### src/rtl/cmp_streak_monitor_pkg.sv
// Shared encodings for the comparator streak monitor: outcome classes and
// streak FSM states, plus the g/l classification helper.
package cmp_streak_monitor_pkg;

  localparam logic [1:0] CLS_NONE = 2'b00;
  localparam logic [1:0] CLS_GT   = 2'b01;
  localparam logic [1:0] CLS_LT   = 2'b10;
  localparam logic [1:0] CLS_EQ   = 2'b11;

  localparam logic [1:0] ST_IDLE   = 2'b00;
  localparam logic [1:0] ST_TRACK  = 2'b01;
  localparam logic [1:0] ST_LOCKED = 2'b10;

  // g=l=1 has no legal meaning; it maps to CLS_NONE and is handled as an error.
  function automatic logic [1:0] classify(input logic g, input logic l);
    logic [1:0] cls;
    case ({g, l})
      2'b10:   cls = CLS_GT;
      2'b01:   cls = CLS_LT;
      2'b00:   cls = CLS_EQ;
      default: cls = CLS_NONE;
    endcase
    return cls;
  endfunction

endpackage

### src/rtl/sat_counter.sv
// Saturating up-counter with synchronous clear. Exposes the value it will
// hold after the coming edge so a snapshot can include this cycle's increment.
module sat_counter #(
  parameter int W = 8
) (
  input  logic         clk,
  input  logic         rst_n,
  input  logic         clear,
  input  logic         inc,
  output logic [W-1:0] next_count
);

  localparam logic [W-1:0] MAX = '1;

  logic [W-1:0] count;

  always_comb begin
    next_count = count;
    if (inc && (count != MAX)) next_count = count + W'(1);
  end

  // NOTE: sequential state uses non-blocking assignments so every flop
  // samples pre-edge values, independent of block ordering.
  always_ff @(posedge clk or negedge rst_n) begin
    if (!rst_n)     count <= '0;
    else if (clear) count <= '0;
    else            count <= next_count;
  end

endmodule

### src/rtl/cmp_streak_monitor.sv
// Counts GT/LT/EQ outcomes from an upstream 2-bit comparator, detects runs of
// RUN_LEN identical outcomes, flags illegal g=l=1 samples, and offers
// ready/valid snapshots of the three counters.
module cmp_streak_monitor
  import cmp_streak_monitor_pkg::*;
#(
  parameter int CNT_W   = 8,
  parameter int RUN_LEN = 4
) (
  input  logic             clk,
  input  logic             rst_n,
  input  logic             in_valid,
  input  logic             g,
  input  logic             l,
  input  logic             clear,
  input  logic             snap,
  input  logic             out_ready,
  output logic             out_valid,
  output logic [CNT_W-1:0] out_gt_cnt,
  output logic [CNT_W-1:0] out_lt_cnt,
  output logic [CNT_W-1:0] out_eq_cnt,
  output logic [1:0]       streak_dir,
  output logic             streak_hit,
  output logic             err
);

  localparam logic [7:0] RUN_TGT = 8'(RUN_LEN);

  logic [1:0]       sample_cls;
  logic             legal;
  logic             illegal;
  logic [CNT_W-1:0] gt_next, lt_next, eq_next;

  logic [1:0] state;
  logic [1:0] last_class;
  logic [7:0] run;

  assign sample_cls = classify(g, l);
  assign legal      = in_valid && !(g && l);
  assign illegal    = in_valid && g && l;

  // Increments are gated by clear so a snapshot taken alongside a clear sees
  // the pre-clear totals without that cycle's sample.
  sat_counter #(.W(CNT_W)) u_gt_cnt (
    .clk(clk), .rst_n(rst_n), .clear(clear),
    .inc(legal && !clear && (sample_cls == CLS_GT)), .next_count(gt_next)
  );
  sat_counter #(.W(CNT_W)) u_lt_cnt (
    .clk(clk), .rst_n(rst_n), .clear(clear),
    .inc(legal && !clear && (sample_cls == CLS_LT)), .next_count(lt_next)
  );
  sat_counter #(.W(CNT_W)) u_eq_cnt (
    .clk(clk), .rst_n(rst_n), .clear(clear),
    .inc(legal && !clear && (sample_cls == CLS_EQ)), .next_count(eq_next)
  );

  always_ff @(posedge clk or negedge rst_n) begin
    if (!rst_n) begin
      state      <= ST_IDLE;
      last_class <= CLS_NONE;
      run        <= '0;
      streak_dir <= CLS_NONE;
      streak_hit <= 1'b0;
      err        <= 1'b0;
    end else if (clear) begin
      state      <= ST_IDLE;
      last_class <= CLS_NONE;
      run        <= '0;
      streak_dir <= CLS_NONE;
      streak_hit <= 1'b0;
      err        <= 1'b0;
    end else begin
      streak_hit <= 1'b0;
      if (illegal) err <= 1'b1;
      if (legal) begin
        case (state)
          ST_IDLE: begin
            state      <= ST_TRACK;
            run        <= 8'd1;
            last_class <= sample_cls;
          end
          ST_TRACK, ST_LOCKED: begin
            if (sample_cls != last_class) begin
              state      <= ST_TRACK;
              run        <= 8'd1;
              last_class <= sample_cls;
              streak_dir <= CLS_NONE;
            end else if (state == ST_TRACK) begin
              if ((run + 8'd1) == RUN_TGT) begin
                state      <= ST_LOCKED;
                run        <= RUN_TGT;
                streak_hit <= 1'b1;
                streak_dir <= sample_cls;
              end else begin
                run <= run + 8'd1;
              end
            end
          end
          default: state <= ST_IDLE;
        endcase
      end
    end
  end

  // Snapshot holder is untouched by clear; only reset or a handshake drops it.
  always_ff @(posedge clk or negedge rst_n) begin
    if (!rst_n) begin
      out_valid  <= 1'b0;
      out_gt_cnt <= '0;
      out_lt_cnt <= '0;
      out_eq_cnt <= '0;
    end else if (out_valid) begin
      if (out_ready) out_valid <= 1'b0;
    end else if (snap) begin
      out_valid  <= 1'b1;
      out_gt_cnt <= gt_next;
      out_lt_cnt <= lt_next;
      out_eq_cnt <= eq_next;
    end
  end

endmodule

### config.mk
export PLATFORM = sky130hd
export DESIGN_NAME = cmp_streak_monitor
export DESIGN_NICKNAME = d
export VERILOG_FILES = /design/src/rtl/cmp_streak_monitor_pkg.sv /design/src/rtl/sat_counter.sv /design/src/rtl/cmp_streak_monitor.sv
export SDC_FILE = /design/constraint.sdc
export NUM_CORES = 1
export LEC_CHECK = 0
export ABC_CLOCK_PERIOD_IN_PS = 1600
export CORE_MARGIN = 2
export CORE_UTILIZATION = 50
export CTS_CLUSTER_SIZE = 24
export DETAILED_ROUTE_END_ITERATION = 10
export PLACE_DENSITY = 0.73
export SLEW_MARGIN = 0
export SYNTH_ARGS = -nofsm -noshare
export SYNTH_HDL_FRONTEND = slang
export SYNTH_SLANG_ARGS = --single-unit
### constraint.sdc
create_clock -name clk -period 1.6 [get_ports clk]
set_input_delay 0.32 -clock clk [delete_from_list [all_inputs] [get_ports clk]]
set_output_delay 0.32 -clock clk [all_outputs]
set_load 0.03 [all_outputs]
==> flow_metrics.py <==
metrics = {
    "outcome": {
        "status": "complete, but fails checks",
        "violations": "setup timing",
    },
    "synth": {
        "synth-edff-count": 0,
        "yosysSeqAreaShare_pct": 50.7,
        "ys_seq_elements": 65,
        "synthFlopType": "dfrtp_1",
        "synth_area_mm2": 0.00321,
        "async_reset_ff_share_pct": 100,
        "yosys_warnings": 0,
        "synth_cells": 326,
        "syn_avg_cell_area_um2": 9.84,
        "yosysUniqueCellTypes": 48,
        "syn_nets": 343,
    },
    "setup_path": {
        "required_ns": 1.84,
        "crit_path_max_incr_delay_ns": 0.41,
        "cp.arrival_ns": 1.93,
        "crit_path_top_delay_cell": "dfrtp_1",
        "crit_fanout": 4,
        "worstSetupStartpointType": "register",
        "cp_cell_sequence": "and4_4, and4_1, o2111a_2, a31oi_2, mux2_4",
        "endpoint_kind": "register",
        "path_class": "reg2reg",
    },
    "placement": {
        "postPlaceCellArea_mm2": 0.00401,
        "place_congestion": 0.840,
        "dpl.cell_count": 471,
        "hpwl_mm": 4.70,
        "place.port_buffers": 36,
        "pre_cts_ws_ns": -0.570,
    },
    "sta": {
        "tightest_slew_ns": 0.349,
        "min_period_ns": 1.69,
        "finalHoldViolCount": 0,
        "setup_ws_ns": -0.0868,
        "skew_ns": 0.00860,
        "fin_setup_tns_ns": -0.103,
        "rsz0062_at_grt": "true",
        "slew_headroom_pct": 76.5,
        "max_freq_mhz": 593,
        "setup_viol": 3,
        "maxSlewViolCount": 0,
        "fin_crit_sh_pct": 105,
    },
    "power": {
        "power.total_mw": 3.87,
        "p_leak_nw": 2.11,
        "vdd_drop_max_v": 0.000588,
        "p_per_area_mw_per_mm2": 855,
    },
    "grt": {
        "grt_max_degree": 66,
        "grt_overflow": 0,
        "grt_pass1_vias": 2687,
        "antenna_found_initial": 0,
        "grt_pass1_wl_mm": 12.6,
        "grt_use_total_pct": 22.2,
    },
    "clocking": {
        "cts_buffer_depth": 2,
        "htree_levels": 3,
        "clock_latency_ns": 0.35,
        "cts_root_buffer": "clkbuf_8",
        "cts_buffers": 9,
        "cts_tree": "yes",
        "cts_sinks": 65,
        "path_clk_slew_ns": 0.08,
    },
    "floorplanning": {
        "start_util_pct": 51.1,
        "ios": 37,
        "core_area_mm2": 0.00628,
        "rows": 29,
        "dieArea_mm2": 0.00708,
        "chipHeight_um": 84.1,
        "fp.dieW_um": 84.1,
    },
    "drt": {
        "drcViolationCount": 0,
        "vias": 2772,
        "detail-route-antenna-nets": 0,
        "dr.pass1.iters": 4,
        "viasPerCell": 5.50,
        "drtIter0Drc": 112,
        "wl_per_cell_um": 15.8,
        "wirelength_mm": 7.96,
    },
    "layout": {
        "diodes": 0,
        "final_cell_mix": "dfrtp_1, buf_4, nand2_1, nor2_1, dlygate4sd2_1",
        "fin_area_mm2": 0.00453,
        "mostFrequentLayoutCell": "dfrtp_1",
        "nets": 439,
        "syn_to_final_growth_pct": 41.1,
        "final_cells": 504,
        "drive_gt1_share_pct": 30.9,
    },
    "hold_path": {
        "hold_path_class": "in2reg",
    },
    "job": {
        "drv_cap": 0,
    },
}
[layer usage]
layer	global-route usage [%]	vias up	part of all wire [%]
met1	29.3	1369	44
met3	4.25	12	3.8
met5	0	-	0
met4	9.82	0	1.5
met2	35.6	62	50
li1	-	1329	-
[sequential cells by signal, indices dropped and copies added (netlist names)]
| signal | count |
|---|---|
| u_lt_cnt.count | 8 |
| u_gt_cnt.count | 8 |
| streak_hit | 1 |
| err | 1 |
| last_class | 2 |
| streak_dir | 2 |
| u_eq_cnt.count | 8 |
| out_gt_cnt | 8 |
| out_eq_cnt | 8 |
| run | 8 |
| out_valid | 1 |
| state | 2 |
| out_lt_cnt | 8 |
[stage by stage]
step | util, % | hold slack, ns
floorplan | - | 0.0244
global placement | 63.9 | 0.356
detailed placement | 63.9 | 0.360
CTS | 70.2 | 0.483
global route | 72.1 | 0.342
finish | 72.1 | 0.315
[report_power, final]
group	leakage, nW	switching, mW	total (mW)	internal, mW
sequential	0.897	0.0283	1.70	1.67
combinational	1.10	0.307	0.544	0.237
clock	0.116	0.730	1.63	0.896
[repair_timing]
| action | 4_1_cts | 5_1_grt |
|---|---|---|
| resized for setup | 53 | 49 |
| cloned | 3 | 0 |
| endpoints found under the setup margin | 84 | 39 |
| setup buffers | 7 | 8 |
| endpoints found under the hold margin | 48 | 0 |
| pin swaps | 13 | 25 |
| hold buffers | 1 | 0 |
[worst max-delay path, delay by kind of cell (launching register included)]
| kind | cells | cell delay [ns] |
|---|---|---|
| flops | 1 | 0.41 |
| simple gates | 2 | 0.38 |
| mux | 1 | 0.31 |
| compound gates | 2 | 0.47 |
[path summary, 6_finish.rpt]
kind                                    start  slack, ns            end  cells after the start
worst max-delay path                   run[1]      -0.09       state[0]                      5
worst min-delay path                        g       0.32            err                      3
worst max register to register         run[1]      -0.09       state[0]                      5
worst min register to register  out_eq_cnt[6]       0.48  out_eq_cnt[6]                      2
max in group asynchronous               rst_n       0.81  out_gt_cnt[1]                      3
min in group asynchronous               rst_n       0.48         run[4]                      3
[logic make-up (layout without fill, tap and decap cells)]
family / after synthesis / after routing / synth area share [%]
xor+xnor: 22 / 22 / 7.17
buf+inv: 19 / 119 / 2.53
mux: 8 / 8 / 2.65
flops: 65 / 65 / 50.7
fa+ha+maj: 9 / 9 / 3.51
compound gates: 67 / 67 / 12.8
simple gates: 136 / 137 / 20.6
[synthesized netlist by cell type (2+ instances only)]
| cell type | number | area (µm²) |
|---|---|---|
| nor4_1 | 2 | 12.5 |
| a21oi_1 | 4 | 20.0 |
| nor2b_1 | 2 | 12.5 |
| o31ai_1 | 4 | 30.0 |
| o21ai_1 | 13 | 65.1 |
| xnor2_1 | 11 | 96.3 |
| a22o_1 | 2 | 17.5 |
| a32oi_1 | 2 | 17.5 |
| clkbuf_1 | 7 | 26.3 |
| and3_1 | 3 | 18.8 |
| buf_1 | 2 | 7.51 |
| o21ai_0 | 27 | 135 |
| buf_2 | 2 | 10.0 |
| nand4_1 | 9 | 56.3 |
| ha_1 | 9 | 113 |
| dfrtp_1 | 65 | 1630 |
| a31oi_1 | 4 | 25.0 |
| nand2b_1 | 4 | 25.0 |
| mux2i_1 | 7 | 70.1 |
| buf_4 | 2 | 15.0 |
| and4_1 | 3 | 26.3 |
| inv_1 | 6 | 22.5 |
| nor2_1 | 39 | 146 |
| nor3_1 | 5 | 25.0 |
| nand3_1 | 7 | 35.0 |
| xor2_1 | 9 | 78.8 |
| xor2_4 | 2 | 55.1 |
| and2_1 | 4 | 25.0 |
| nand2_1 | 51 | 191 |
[cell type report]
class                      instances  area (µm²)
clock buffer                       9         124
clock inverter                     7         103
fill                             449        1750
inverter                           6        22.5
multi-input combinational        243        1730
sequential                        65        1630
tap                               77        96.3
timing repair buffer              97         826
Note: power is estimated with default switching activity, not from simulation.
